## src/rtl/spi_pkg.sv

```systemverilog
// Shared types and constants for the SPI-to-register bridge.
package spi_pkg;

    localparam int unsigned SPI_BYTE_W     = 8;
    localparam int unsigned SPI_CMD_RW_BIT = 7;
    localparam int unsigned SPI_BIT_CNT_W  = 3;

    typedef enum logic [1:0] {
        IDLE     = 2'd0,
        CMD      = 2'd1,
        RD_FETCH = 2'd2,
        DATA     = 2'd3
    } spi_state_e;

endpackage

```

## src/rtl/spi_in_sync.sv

```systemverilog
// Input stage for one SPI line: capture/synchronizer chain of DEPTH flops
// followed by a previous-value flop that yields single-cycle edge pulses.
module spi_in_sync #(
    parameter int unsigned DEPTH   = 1,
    parameter logic        RST_VAL = 1'b0
) (
    input  logic clk,
    input  logic rst,
    input  logic din_i,
    output logic level_o,
    output logic rise_c,
    output logic fall_c
);

    logic [DEPTH-1:0] chain_q;
    logic [DEPTH-1:0] chain_d;
    logic             prev_q;
    logic             prev_d;

    // Shift the raw input down the chain; remember last stage for edge detect.
    always_comb begin
        chain_d    = chain_q;
        chain_d[0] = din_i;
        for (int i = 1; i < int'(DEPTH); i++) begin
            chain_d[i] = chain_q[i-1];
        end
        prev_d = chain_q[DEPTH-1];
    end

    // Chain and previous-value registers.
    always_ff @(posedge clk) begin
        if (rst) begin
            chain_q <= {DEPTH{RST_VAL}};
            prev_q  <= RST_VAL;
        end else begin
            chain_q <= chain_d;
            prev_q  <= prev_d;
        end
    end

    assign level_o = chain_q[DEPTH-1];
    assign rise_c  = chain_q[DEPTH-1] & ~prev_q;
    assign fall_c  = ~chain_q[DEPTH-1] & prev_q;

endmodule

```

## src/rtl/spi_reg_bridge.sv

```systemverilog
// SPI mode-3 slave that turns command/data bytes into register read/write
// strobes. Define SPI_REG_BRIDGE_SYNC_EN to put a 2-FF synchronizer on every
// SPI input (asynchronous masters); otherwise a single capture flop is used.
module spi_reg_bridge
    import spi_pkg::*;
#(
    parameter int unsigned           ADDR_W      = 7,
    parameter logic [SPI_BYTE_W-1:0] STATUS_BYTE = 8'hA5
) (
    input  logic                  sys_clk,
    input  logic                  sys_rst,
    input  logic                  spi_clk_i,
    input  logic                  spi_mosi_i,
    input  logic                  spi_cs_i,
    output logic                  spi_miso_o,
    output logic [ADDR_W-1:0]     reg_addr_o,
    output logic [SPI_BYTE_W-1:0] reg_wdata_o,
    output logic                  reg_wr_o,
    output logic                  reg_rd_o,
    input  logic [SPI_BYTE_W-1:0] reg_rdata_i,
    output logic                  busy_o
);

`ifdef SPI_REG_BRIDGE_SYNC_EN
    localparam int unsigned SYNC_DEPTH = 2;
`else
    localparam int unsigned SYNC_DEPTH = 1;
`endif

    logic sclk_lvl, sclk_rise_c, sclk_fall_c;
    logic mosi_lvl, mosi_rise_c, mosi_fall_c;
    logic cs_lvl, cs_rise_c, cs_fall_c;
    logic unused_edges_c;

    // SCLK idles high; CS resets low so a CS already low at reset release
    // never produces a falling edge and cannot start a frame.
    spi_in_sync #(.DEPTH(SYNC_DEPTH), .RST_VAL(1'b1)) u_sclk_sync (
        .clk(sys_clk), .rst(sys_rst), .din_i(spi_clk_i),
        .level_o(sclk_lvl), .rise_c(sclk_rise_c), .fall_c(sclk_fall_c)
    );
    spi_in_sync #(.DEPTH(SYNC_DEPTH), .RST_VAL(1'b0)) u_mosi_sync (
        .clk(sys_clk), .rst(sys_rst), .din_i(spi_mosi_i),
        .level_o(mosi_lvl), .rise_c(mosi_rise_c), .fall_c(mosi_fall_c)
    );
    spi_in_sync #(.DEPTH(SYNC_DEPTH), .RST_VAL(1'b0)) u_cs_sync (
        .clk(sys_clk), .rst(sys_rst), .din_i(spi_cs_i),
        .level_o(cs_lvl), .rise_c(cs_rise_c), .fall_c(cs_fall_c)
    );

    assign unused_edges_c = ^{sclk_lvl, mosi_rise_c, mosi_fall_c, cs_rise_c};

    spi_state_e                 state_q, state_d;
    logic [SPI_BIT_CNT_W-1:0]   bit_cnt_q, bit_cnt_d;
    logic [SPI_BYTE_W-2:0]      rx_shift_q, rx_shift_d;
    logic [SPI_BYTE_W-1:0]      tx_shift_q, tx_shift_d;
    logic [SPI_BYTE_W-1:0]      tx_next_q, tx_next_d;
    logic                       rw_q, rw_d;
    logic [ADDR_W-1:0]          addr_q, addr_d;
    logic [SPI_BYTE_W-1:0]      wdata_q, wdata_d;
    logic                       wr_q, wr_d;
    logic                       rd_q, rd_d;
    logic                       rd_pend_q, rd_pend_d;
    logic                       miso_q, miso_d;
    logic                       busy_q, busy_d;
    logic [SPI_BYTE_W-1:0]      rx_byte_c;
    logic                       byte_done_c;

    assign rx_byte_c   = {rx_shift_q, mosi_lvl};
    assign byte_done_c = sclk_rise_c && (bit_cnt_q == SPI_BIT_CNT_W'(SPI_BYTE_W - 1));

    // Frame FSM, byte assembly, MISO shifting and strobe generation.
    always_comb begin
        state_d    = state_q;
        bit_cnt_d  = bit_cnt_q;
        rx_shift_d = rx_shift_q;
        tx_shift_d = tx_shift_q;
        tx_next_d  = tx_next_q;
        rw_d       = rw_q;
        addr_d     = addr_q;
        wdata_d    = wdata_q;
        wr_d       = 1'b0;
        rd_d       = 1'b0;
        rd_pend_d  = rd_q;
        miso_d     = miso_q;

        // Read data arrives one cycle after the read strobe.
        if (rd_pend_q) begin
            tx_next_d = reg_rdata_i;
        end
        // Advance the write address once the strobe has been presented.
        if (wr_q) begin
            addr_d = addr_q + ADDR_W'(1);
        end

        if (state_q == IDLE) begin
            bit_cnt_d = '0;
            miso_d    = 1'b0;
            if (cs_fall_c) begin
                state_d   = CMD;
                tx_next_d = STATUS_BYTE;
            end
        end else if (cs_lvl) begin
            // Deselect aborts any partial byte; finished bytes already strobed.
            state_d   = IDLE;
            bit_cnt_d = '0;
            miso_d    = 1'b0;
        end else begin
            if (sclk_fall_c) begin
                if (bit_cnt_q == '0) begin
                    miso_d     = tx_next_q[SPI_BYTE_W-1];
                    tx_shift_d = {tx_next_q[SPI_BYTE_W-2:0], 1'b0};
                end else begin
                    miso_d     = tx_shift_q[SPI_BYTE_W-1];
                    tx_shift_d = {tx_shift_q[SPI_BYTE_W-2:0], 1'b0};
                end
            end
            if (sclk_rise_c) begin
                rx_shift_d = rx_byte_c[SPI_BYTE_W-2:0];
                bit_cnt_d  = bit_cnt_q + SPI_BIT_CNT_W'(1);
            end
            if (byte_done_c) begin
                case (state_q)
                    CMD: begin
                        rw_d   = rx_byte_c[SPI_CMD_RW_BIT];
                        addr_d = rx_byte_c[ADDR_W-1:0];
                        if (rx_byte_c[SPI_CMD_RW_BIT]) begin
                            state_d = RD_FETCH;
                            rd_d    = 1'b1;
                        end else begin
                            state_d = DATA;
                        end
                    end
                    DATA: begin
                        if (rw_q) begin
                            // Prefetch the next location for the following byte.
                            addr_d = addr_q + ADDR_W'(1);
                            rd_d   = 1'b1;
                        end else begin
                            wdata_d = rx_byte_c;
                            wr_d    = 1'b1;
                        end
                    end
                    default: begin
                    end
                endcase
            end
            if ((state_q == RD_FETCH) && rd_pend_q) begin
                state_d = DATA;
            end
        end

        busy_d = (state_d != IDLE);
    end

    // State and output registers.
    always_ff @(posedge sys_clk) begin
        if (sys_rst) begin
            state_q    <= IDLE;
            bit_cnt_q  <= '0;
            rx_shift_q <= '0;
            tx_shift_q <= '0;
            tx_next_q  <= '0;
            rw_q       <= 1'b0;
            addr_q     <= '0;
            wdata_q    <= '0;
            wr_q       <= 1'b0;
            rd_q       <= 1'b0;
            rd_pend_q  <= 1'b0;
            miso_q     <= 1'b0;
            busy_q     <= 1'b0;
        end else begin
            state_q    <= state_d;
            bit_cnt_q  <= bit_cnt_d;
            rx_shift_q <= rx_shift_d;
            tx_shift_q <= tx_shift_d;
            tx_next_q  <= tx_next_d;
            rw_q       <= rw_d;
            addr_q     <= addr_d;
            wdata_q    <= wdata_d;
            wr_q       <= wr_d;
            rd_q       <= rd_d;
            rd_pend_q  <= rd_pend_d;
            miso_q     <= miso_d;
            busy_q     <= busy_d;
        end
    end

    assign spi_miso_o  = miso_q;
    assign reg_addr_o  = addr_q;
    assign reg_wdata_o = wdata_q;
    assign reg_wr_o    = wr_q;
    assign reg_rd_o    = rd_q;
    assign busy_o      = busy_q;

endmodule

```

## config.mk

```make
export PLATFORM = sky130hd
export DESIGN_NAME = spi_reg_bridge
export DESIGN_NICKNAME = d
export VERILOG_FILES = /design/src/rtl/spi_pkg.sv /design/src/rtl/spi_in_sync.sv /design/src/rtl/spi_reg_bridge.sv
export SDC_FILE = /design/constraint.sdc
export NUM_CORES = 1
export LEC_CHECK = 0
export CAP_MARGIN = 20
export CORE_MARGIN = 2
export CORE_UTILIZATION = 48
export DETAILED_ROUTE_END_ITERATION = 8
export PLACE_DENSITY_LB_ADDON = 0.25
export SYNTH_ARGS = -nofsm -noshare
export SYNTH_HDL_FRONTEND = slang
export SYNTH_SLANG_ARGS = --single-unit
```

## constraint.sdc

```tcl
create_clock -name sys_clk -period 1.75 [get_ports sys_clk]
set_input_delay 0.2625 -clock sys_clk [delete_from_list [all_inputs] [get_ports sys_clk]]
set_output_delay 0.2625 -clock sys_clk [all_outputs]
set_load 0.02 [all_outputs]
```

==> run_results.csv <==
group,metric,value,unit
timing,finalSetupTns,0,ns
placement,portBuffers,31,
routing,drc_errors,0,
timing,relSlewSlack,64.7,%
cts,cts.clk_slew.worst_paths,0.10,ns
synthesis,seq_area_frac_synth,46.0,%
critical_path,critPathRequiredTime,1.49,ns
critical_path,r2r_start,"bit_cnt_q[0]",
synthesis,synth-seq-cells,53,
final_layout,final_cell_mix,"51 x dfxtp_1, 47 x nor2_1, 33 x mux2i_1",
cts,cts-buffers-inserted,5,
timing,fin_crit,1.66,ns
timing,rsz0062_at_grt,"yes",
synthesis,synth_nets,263,
critical_path,cp_slowest_cell,"clkdlybuf4s50_1",
global_routing,gr-usage-all-layers,18.3,%
timing,finalHoldViolCount,0,
power_and_ir_drop,p_per_area,724,mW/mm²
critical_path,crit_path_cell_trace,"clkdlybuf4s50_1",
critical_path,critPathLaunch,"reg_addr_o[2]",
final_layout,areaGrowthSynthToFinish,22.7,%
final_layout,antenna_cells,0,
placement,place_congestion,0.837,
critical_path,worst-path-max-fanout,9,
hold_path,hold_start,"reg_rd_o",
global_routing,grt_pass1_wl,7800,µm
critical_path,ff2ff_setup_slack,0.10,ns
die,start_util,49.2,%
die,core,0.00469,mm²
routing,antenna_left,0,
critical_path,critical_path.top_delay_family,"buffers and inverters",
die,dieArea,0.00538,mm²
synthesis,synthesis.area,0.00231,mm²
power_and_ir_drop,p_leak,1.06,nW
power_and_ir_drop,peakVddDrop,0.000578,V
placement,dp_hpwl,3300,µm
synthesis,yosys_warnings,0,
die,num_rows,25,
cts,htreeDepth,2,
synthesis,synthesis.instances,246,
timing,fin_skew,0.00736,ns
final_layout,final_cells,339,
final_layout,stdcell_area,0.00283,mm²
timing,fin_crit_sh,95.0,%
cts,insertion_delay,0.31,ns
hold_path,hold_class,"reg2reg",
critical_path,r2r_end,"reg_addr_o[6]",
cts,cts_hold_buf,0,
timing,fmax,602,MHz
job,maxCapViolations,0,
critical_path,cp_data_arrival_time,1.40,ns
die,die_y,73.3,µm
final_layout,utilization,60.3,%
timing,drv_slew,0,
critical_path,start_kind,"flip-flop",
critical_path,slowest_delay,0.64,ns
critical_path,rr_worst_depth,8,
final_layout,final_common_cell,"dfxtp_1",
critical_path,end_kind,"output pin",
synthesis,synth.distinct_cells,37,
timing,finalSetupViolations,0,
cts,cts_tree,"done",
placement,placed_cells,331,
global_routing,antenna_found_initial,0,
die,die_w,73.3,µm
critical_path,worstSetupEndpoint,"reg_addr_o[2]",
routing,vias,1800,
run_status,status,"finished, final reports clean",
critical_path,worst-path-stages,1,
routing,drt_wl_total,4490,µm
final_layout,drive_gt1_share,11.2,%
die,ios,32,
global_routing,overflow,0,
critical_path,crit_type,"reg2out",
critical_path,path_buf_inv,1,
cts,clockRootBuffer,"clkbuf_8",
global_routing,grt_max_degree,23,
routing,wire_per_inst,13.3,µm
final_layout,nets,301,
routing,dr.pass1.iters,4,
routing,avgViaCountPerCell,5.31,
placement,place_area,0.00272,mm²
global_routing,grt_pass1_vias,1685,
timing,tightestPinTransition,0.529,ns
synthesis,avgSynthCellArea,9.38,µm²
cts,cts_sinks,53,
routing,initialDrtViolationCount,67,
cts,cts_buffer_depth,2,
metrics by stage:
stage	hold slack [ns]	power [mW]	setup slack, ns
detailed placement	0.462	1.34	0.0177
CTS	0.476	2.07	0.00611
global placement	0.450	1.34	0.0749
global route	0.491	2.13	-0.0123
finish	0.472	2.05	0.0883
floorplan	0.366	1.29	0.0301
sequential cells by signal (all words and copies together) (netlist names), 2 cells and up:
register     count
bit_cnt_q        3
rx_shift_q       7
reg_addr_o       7
tx_shift_q       7
state_q          2
tx_next_q        8
reg_wdata_o      8
worst min path at each step:
stage,slack (ns),cells after the start,endpoint
6_report,0.47,1,rd_pend_q
5_1_grt,0.49,1,rd_pend_q
4_1_cts,0.48,1,rd_pend_q
3_5_place_dp,0.46,1,rd_pend_q
3_3_place_gp,0.45,1,rd_pend_q
2_1_floorplan,0.37,1,u_sclk_sync.level_o
Yosys cell counts:
library cell	instances	area share (%)
xnor2_1	5	1.9
and2_1	2	0.54
nor2_8	1	0.87
a21oi_1	13	2.8
nor2_2	1	0.27
nand2b_1	2	0.54
and3_1	2	0.54
nand3b_1	2	0.65
or2_1	2	0.54
nor3_1	1	0.22
nor4b_1	1	0.38
nor2b_1	7	1.9
o31a_1	1	0.38
nand4b_4	1	1.0
nand3_1	4	0.87
o2bb2ai_1	2	0.76
clkinv_1	1	0.16
o21ai_0	7	1.5
nand2_1	8	1.3
and4_1	1	0.38
ha_1	4	2.2
a211oi_1	9	2.9
buf_6	1	0.49
dfxtp_1	53	46
o32ai_1	2	0.76
or2_2	4	1.1
buf_2	6	1.3
o21ai_1	1	0.22
inv_1	3	0.49
xor2_1	4	1.5
or3_1	3	0.81
nor2_1	47	7.6
a22oi_1	2	0.65
mux2i_1	33	14
o22ai_1	1	0.27
clkbuf_1	6	0.98
nand4_1	3	0.81
report_power, final:
part / switching, mW / internal (mW) / leakage [nW]
Sequential: 0.0111 / 1.22 / 0.430
Clock: 0.408 / 0.329 / 0.0518
Combinational: 0.0359 / 0.0472 / 0.580
Total: 0.455 / 1.59 / 1.06
final cells by class:
type / count / area (µm²)
clock buffer: 6 / 82.6
clock inverter: 2 / 17.5
timing repair buffer: 44 / 410
fill: 422 / 1860
sequential: 53 / 1060
multi-input combinational: 176 / 1170
inverter: 4 / 15.0
tap: 54 / 67.6
repair_timing:
action                                  4_1_cts  5_1_grt
setup buffers                                 0        0
cloned                                        0        0
pin swaps                                     0        1
endpoints found under the setup margin        2       15
resized for setup                             2        3
layer usage:
layer / wire (µm) / global-route usage (%) / up-vias
met5: 0 / 0 / -
met4: 51 / 6.06 / 0
met3: 162 / 3.57 / 5
met2: 1960 / 27.7 / 29
met1: 2320 / 26.4 / 831
li1: - / - / 935
cell families after synthesis:
kind of cell	Yosys count	synth area share, %
flip-flops	53	46.0
XOR/XNOR	9	3.42
adder cells (fa/ha/maj)	4	2.17
multiplexers	33	14.3
buffers and inverters	17	3.42
AO/OA/AOI/OAI	38	10.3
AND/OR/NAND/NOR	92	20.4
Power figures use the tool's default switching activity.
==> edit 1 (same flow settings) <==
The parameter `ADDR_W` goes from 7 to 6.
--- a/src/rtl/spi_reg_bridge.sv
+++ b/src/rtl/spi_reg_bridge.sv
@@ -4,7 +4,7 @@
 module spi_reg_bridge
     import spi_pkg::*;
 #(
-    parameter int unsigned           ADDR_W      = 7,
+    parameter int unsigned           ADDR_W      = 6,
     parameter logic [SPI_BYTE_W-1:0] STATUS_BYTE = 8'hA5
 ) (
     input  logic                  sys_clk,
Interface: changed (resized reg_addr_o); port bits go from 32 to 31. The function was not compared with the original's and may differ.
==> edit 1 against the unedited design <==
  * Cell count shrank 5.6%
  * Synthesized area down 2.9%
  * First-iteration DRC count is 110% higher
  * Wire length is 3.1% higher
  * Clock power is 3.1% lower
  * Setup slack got worse by 0.063 ns
  * Design area down 1.2%
  * Total power shrank 2.1%
  * Sequential cell count fell by 1
  * Combinational power grew 7.3%
  * Critical path type is now flip-flop to flip-flop
  * Largest cell class unchanged
  * Largest power group unchanged
==> edit 1: results (changes against the unedited design) <==
POWER_REPORT.INTERNAL_TOTAL_mW=1.57  # -1.7%
CORE-AREA_SQ_UM=4410  # -5.9%
FINAL_LAYOUT_SIZE_SUFFIX_GT1_SHARE_PCT=15.7  # +4.4 points
LAST_WEIGHTED_CONGESTION_VALUE_OF_THE_ROUTABILITY_DRIVEN_PLACER=0.874  # +4.4%
HPWL_DETAILED_UM=3130  # -5.1%
NONCLKBUFAREAFRAC_PCT=15.3  # +0.76 points
CLOCKNETWORKAREASHARE_PCT=3.36  # -0.18 points
YOSYS-TOP-CELLS-AREA='dfxtp_1, mux2i_1, nor2_1'
ROUTED_WL_UM=4630  # +3.1%
PLACEDINSTANCEAREA_SQ_UM=2610  # -4.0%
CLK_BUFFERS=7  # +1
SYN_AREA_PER_CELL_SQ_UM=9.74  # +3.8%
SYNTH_COMPOUND_AREA_SHARE_PCT=10.4  # +0.087 points
LAYOUT.NETS=284  # -5.6%
DESIGN.SEQ.COUNT=52  # -1.9%
SYNTH.AREA.MUX_SHARE_PCT=15.2  # +0.88 points
OUTCOME='complete, no violations'
LAYOUT.FILLER_CELLS=378  # -10%
NET_COUNT_SYNTH=247  # -6.1%
TIGHTESTPINTRANSITION_NS=0.541  # +0.0123 ns
AREA_GROWTH_PCT=24.9
FRACTION_OF_MET3_TRACKS_USED_BY_GLOBAL_ROUTING_PCT=4.17  # +0.60 points
POST-PLACE-CELLS=306  # -7.6%
ROUTED-WL-MET2_UM=2100  # +7.3%
GR-USAGE-MET2_PCT=25.8  # -1.9 points
ROUTED_WIRE_LENGTH_PER_INSTANCE_UM=14.5  # +9.2%
NONCLOCKBUFFERCOUNT=45  # +2.3%
FIRST_GLOBAL_VIAS=1493  # -11%
MULTI_INPUT_LOGIC_PORTION_OF_THE_CELL_AREA_PCT=41.0  # -0.51 points
DR_TOTAL_VIAS=1741  # -3.3%
REGISTER_AREA_SQ_UM=1050  # -1.3%
ARRIVAL_NS=1.97  # +0.57 ns
TOTAL_LEAKAGE_POWER_nW=0.987  # -6.9%
POWER.COMBINATIONAL.TOTAL_mW=0.0892  # +7.3%
INITIALDRTVIOLATIONCOUNT=139  # +110%
FINALPOWER_mW=2.01  # -2.1%
NUMPORTBUFFERS=30  # -3.2%
SYNTH_FA_HA_AREA_SHARE_PCT=2.23  # +0.065 points
PRE_CTS_WS_NS=0.0240  # +0.00637 ns
WIRE_LENGTH_OF_THE_FIRST_GLOBAL_ROUTING_PASS_UM=7270  # -6.9%
edit 1: critical path, cell delays in order, from the launching register on:
cell and delay (ns):
dfxtp_2 0.36, ha_4 0.14, ha_4 0.13, nand4b_4 0.13
buf_4 0.18, or3_4 0.40, a211oi_2 0.16, o32a_2 0.17
edit 1: path summary, 6_finish.rpt:
kind	start	endpoint	slack [ns]	depth (start not counted)
min	reg_rd_o	rd_pend_q	0.46	1
max	bit_cnt_q[1]	reg_addr_o[3]	0.03	7
max reg2reg	bit_cnt_q[1]	reg_addr_o[3]	0.03	7
min reg2reg	reg_rd_o	rd_pend_q	0.46	1
edit 1: what timing repair did:
item,4_1_cts,5_1_grt
gates resized for setup,0,14
setup endpoints to repair,0,19
endpoints found under the hold margin,0,0
setup buffers,0,5
hold buffers,0,0
==> edit 2 (same flow settings) <==
Made on the original files. Reset style: asynchronous (`rst` and `sys_rst`), changed in 2 clocked blocks.
--- a/src/rtl/spi_in_sync.sv
+++ b/src/rtl/spi_in_sync.sv
@@ -28,7 +28,7 @@
     end
 
     // Chain and previous-value registers.
-    always_ff @(posedge clk) begin
+    always_ff @(posedge clk or posedge rst) begin
         if (rst) begin
             chain_q <= {DEPTH{RST_VAL}};
             prev_q  <= RST_VAL;
--- a/src/rtl/spi_reg_bridge.sv
+++ b/src/rtl/spi_reg_bridge.sv
@@ -153,7 +153,7 @@
     end
 
     // State and output registers.
-    always_ff @(posedge sys_clk) begin
+    always_ff @(posedge sys_clk or posedge sys_rst) begin
         if (sys_rst) begin
             state_q    <= IDLE;
             bit_cnt_q  <= '0;
Function: differs if sys_rst is asserted again (counterexample within 4 cycles, from zero or initial values and one cycle with sys_rst high); with sys_rst held inactive, the same outputs for 10 cycles.
==> edit 2 against the unedited design <==
  * Count of clock-buffer cells in the layout decreased by 1
  * Design area increased by 6.5%
  * Global-route usage increased by 0.15 points
  * Die area increased by 3.8%
  * Non-clock buffer count decreased by 2
  * Sequential cell count unchanged
  * Combinational power increased by 79%
  * Synthesized area increased by 4.0%
  * Total power increased by 18%
  * Core utilization increased by 2.7 points
  * Wire length increased by 0.33%
  * Hold slack got worse by 0.27 ns
  * Setup slack got worse by 0.031 ns
==> edit 2: results (changes against the unedited design) <==
CLOCKNETWORKAREASHARE_PCT=4.44  # +0.90 points
FINAL.SETUP_SKEW_NS=0.00556  # -0.00180 ns
ARRIVAL_NS=1.92  # +0.52 ns
CLOCK_PERIOD_MINUS_FINAL_WORST_SETUP_SLACK_NS=1.69  # +0.0313 ns
YOSYS_MOST_USED_DFF='dfrtp_1'
INITIALDRTVIOLATIONCOUNT=107  # +60%
FRACTION_OF_MET3_TRACKS_USED_BY_GLOBAL_ROUTING_PCT=4.82  # +1.3 points
POSTSYNTH.ASYNCRESETSHARE_PCT=100  # +100 points
WORST_SLACK_ON_HOLD_PATHS_NS=0.205  # -0.267 ns
POWER.COMBINATIONAL.TOTAL_mW=0.149  # +79%
NUMBER_OF_GATES_RESIZED_AFTER_CTS=3  # +1
CRITICAL_PATH_PEAK_FANOUT=5  # -4
MET1_USAGE_PCT=26.5  # +0.12 points
GROUTE.USAGE.OVERALL_PCT=18.5  # +0.15 points
WL_MET1_UM=2200  # -5.2%
ROUTED-WL-MET2_UM=2030  # +3.6%
TIMING.RR.END='reg_addr_o[6]'
TIGHTESTPINTRANSITION_NS=0.398  # -0.131 ns
FINAL_LAYOUT_SIZE_SUFFIX_GT1_SHARE_PCT=21.1  # +9.9 points
HPWL_DETAILED_UM=3250  # -1.7%
PRE_CTS_WS_NS=-0.000655  # -0.0183 ns
DOMINANT_CLASS_BY_AREA='sequential cells'
NET_COUNT_SYNTH=219  # -17%
PLACEDINSTANCEAREA_SQ_UM=2840  # +4.6%
WORSTSETUPENDPOINT='reg_addr_o[6]'
WORST_HOLD_PATH_TYPE='input pin to async pin'
PATH_DELAY_FAMILY='compound AO/OA/AOI/OAI gates'
OUTCOME='complete, no violations'
MULTIINPUTCOMBCELLCOUNT=136  # -23%
ROUTED_WL_UM=4510  # +0.33%
YOSYS-TOP-CELLS-AREA='dfrtp_1, mux2_2, mux2i_1'
PWR.GROUP.CLOCK_mW=0.963  # +31%
SYNTH.YOSYS.SEQ_AREA_SHARE_PCT=55.4  # +9.4 points
NUM-NONCLK-INVERTERS=7  # +3
SYNTH_CELL_TYPE_COUNT=45  # +22%
SWITCHING_POWER_OF_THE_NETS_mW=0.507  # +11%
MULTI_INPUT_GATE_AREA_IN_THE_FINAL_LAYOUT_SQ_UM=1030  # -12%
CPMAXSTAGEDELAYCELL='dfrtp_1'
DESIGN.SEQ.COUNT=53  # unchanged
VDD_IR_MAX_uV=518  # -10%
[edit 2: cell types whose count changed after synthesis, moves of 4 or more]
| cell | delta |
|---|---|
| a21oi_1 | -6 |
| inv_1 | +4 |
| buf_2 | -5 |
| nor2_1 | -37 |
| a211oi_1 | -6 |
| dfxtp_1 | -53 |
| mux2_2 | +16 |
| mux2i_1 | -18 |
| nand2_1 | +18 |
| dfrtp_1 | +51 |
[edit 2: worst reg2reg max path: stages (launching register included)]
cell	delay, ns
dfrtp_1	0.37
ha_1	0.17
ha_2	0.21
nand3b_4	0.13
o31ai_4	0.32
a41oi_1	0.16
a211oi_1	0.25
[edit 2: through the flow]
step            TNS (ns)  utilization, %  std cells  power [mW]
6_report               0            63.0        313        2.43
5_1_grt          -0.0275            63.0        313        2.52
2_1_floorplan          0               -        202        1.41
3_3_place_gp           0            59.4        304        1.48
4_1_cts                0            62.6        312        2.46
3_5_place_dp   -0.000655            59.4        304        1.49
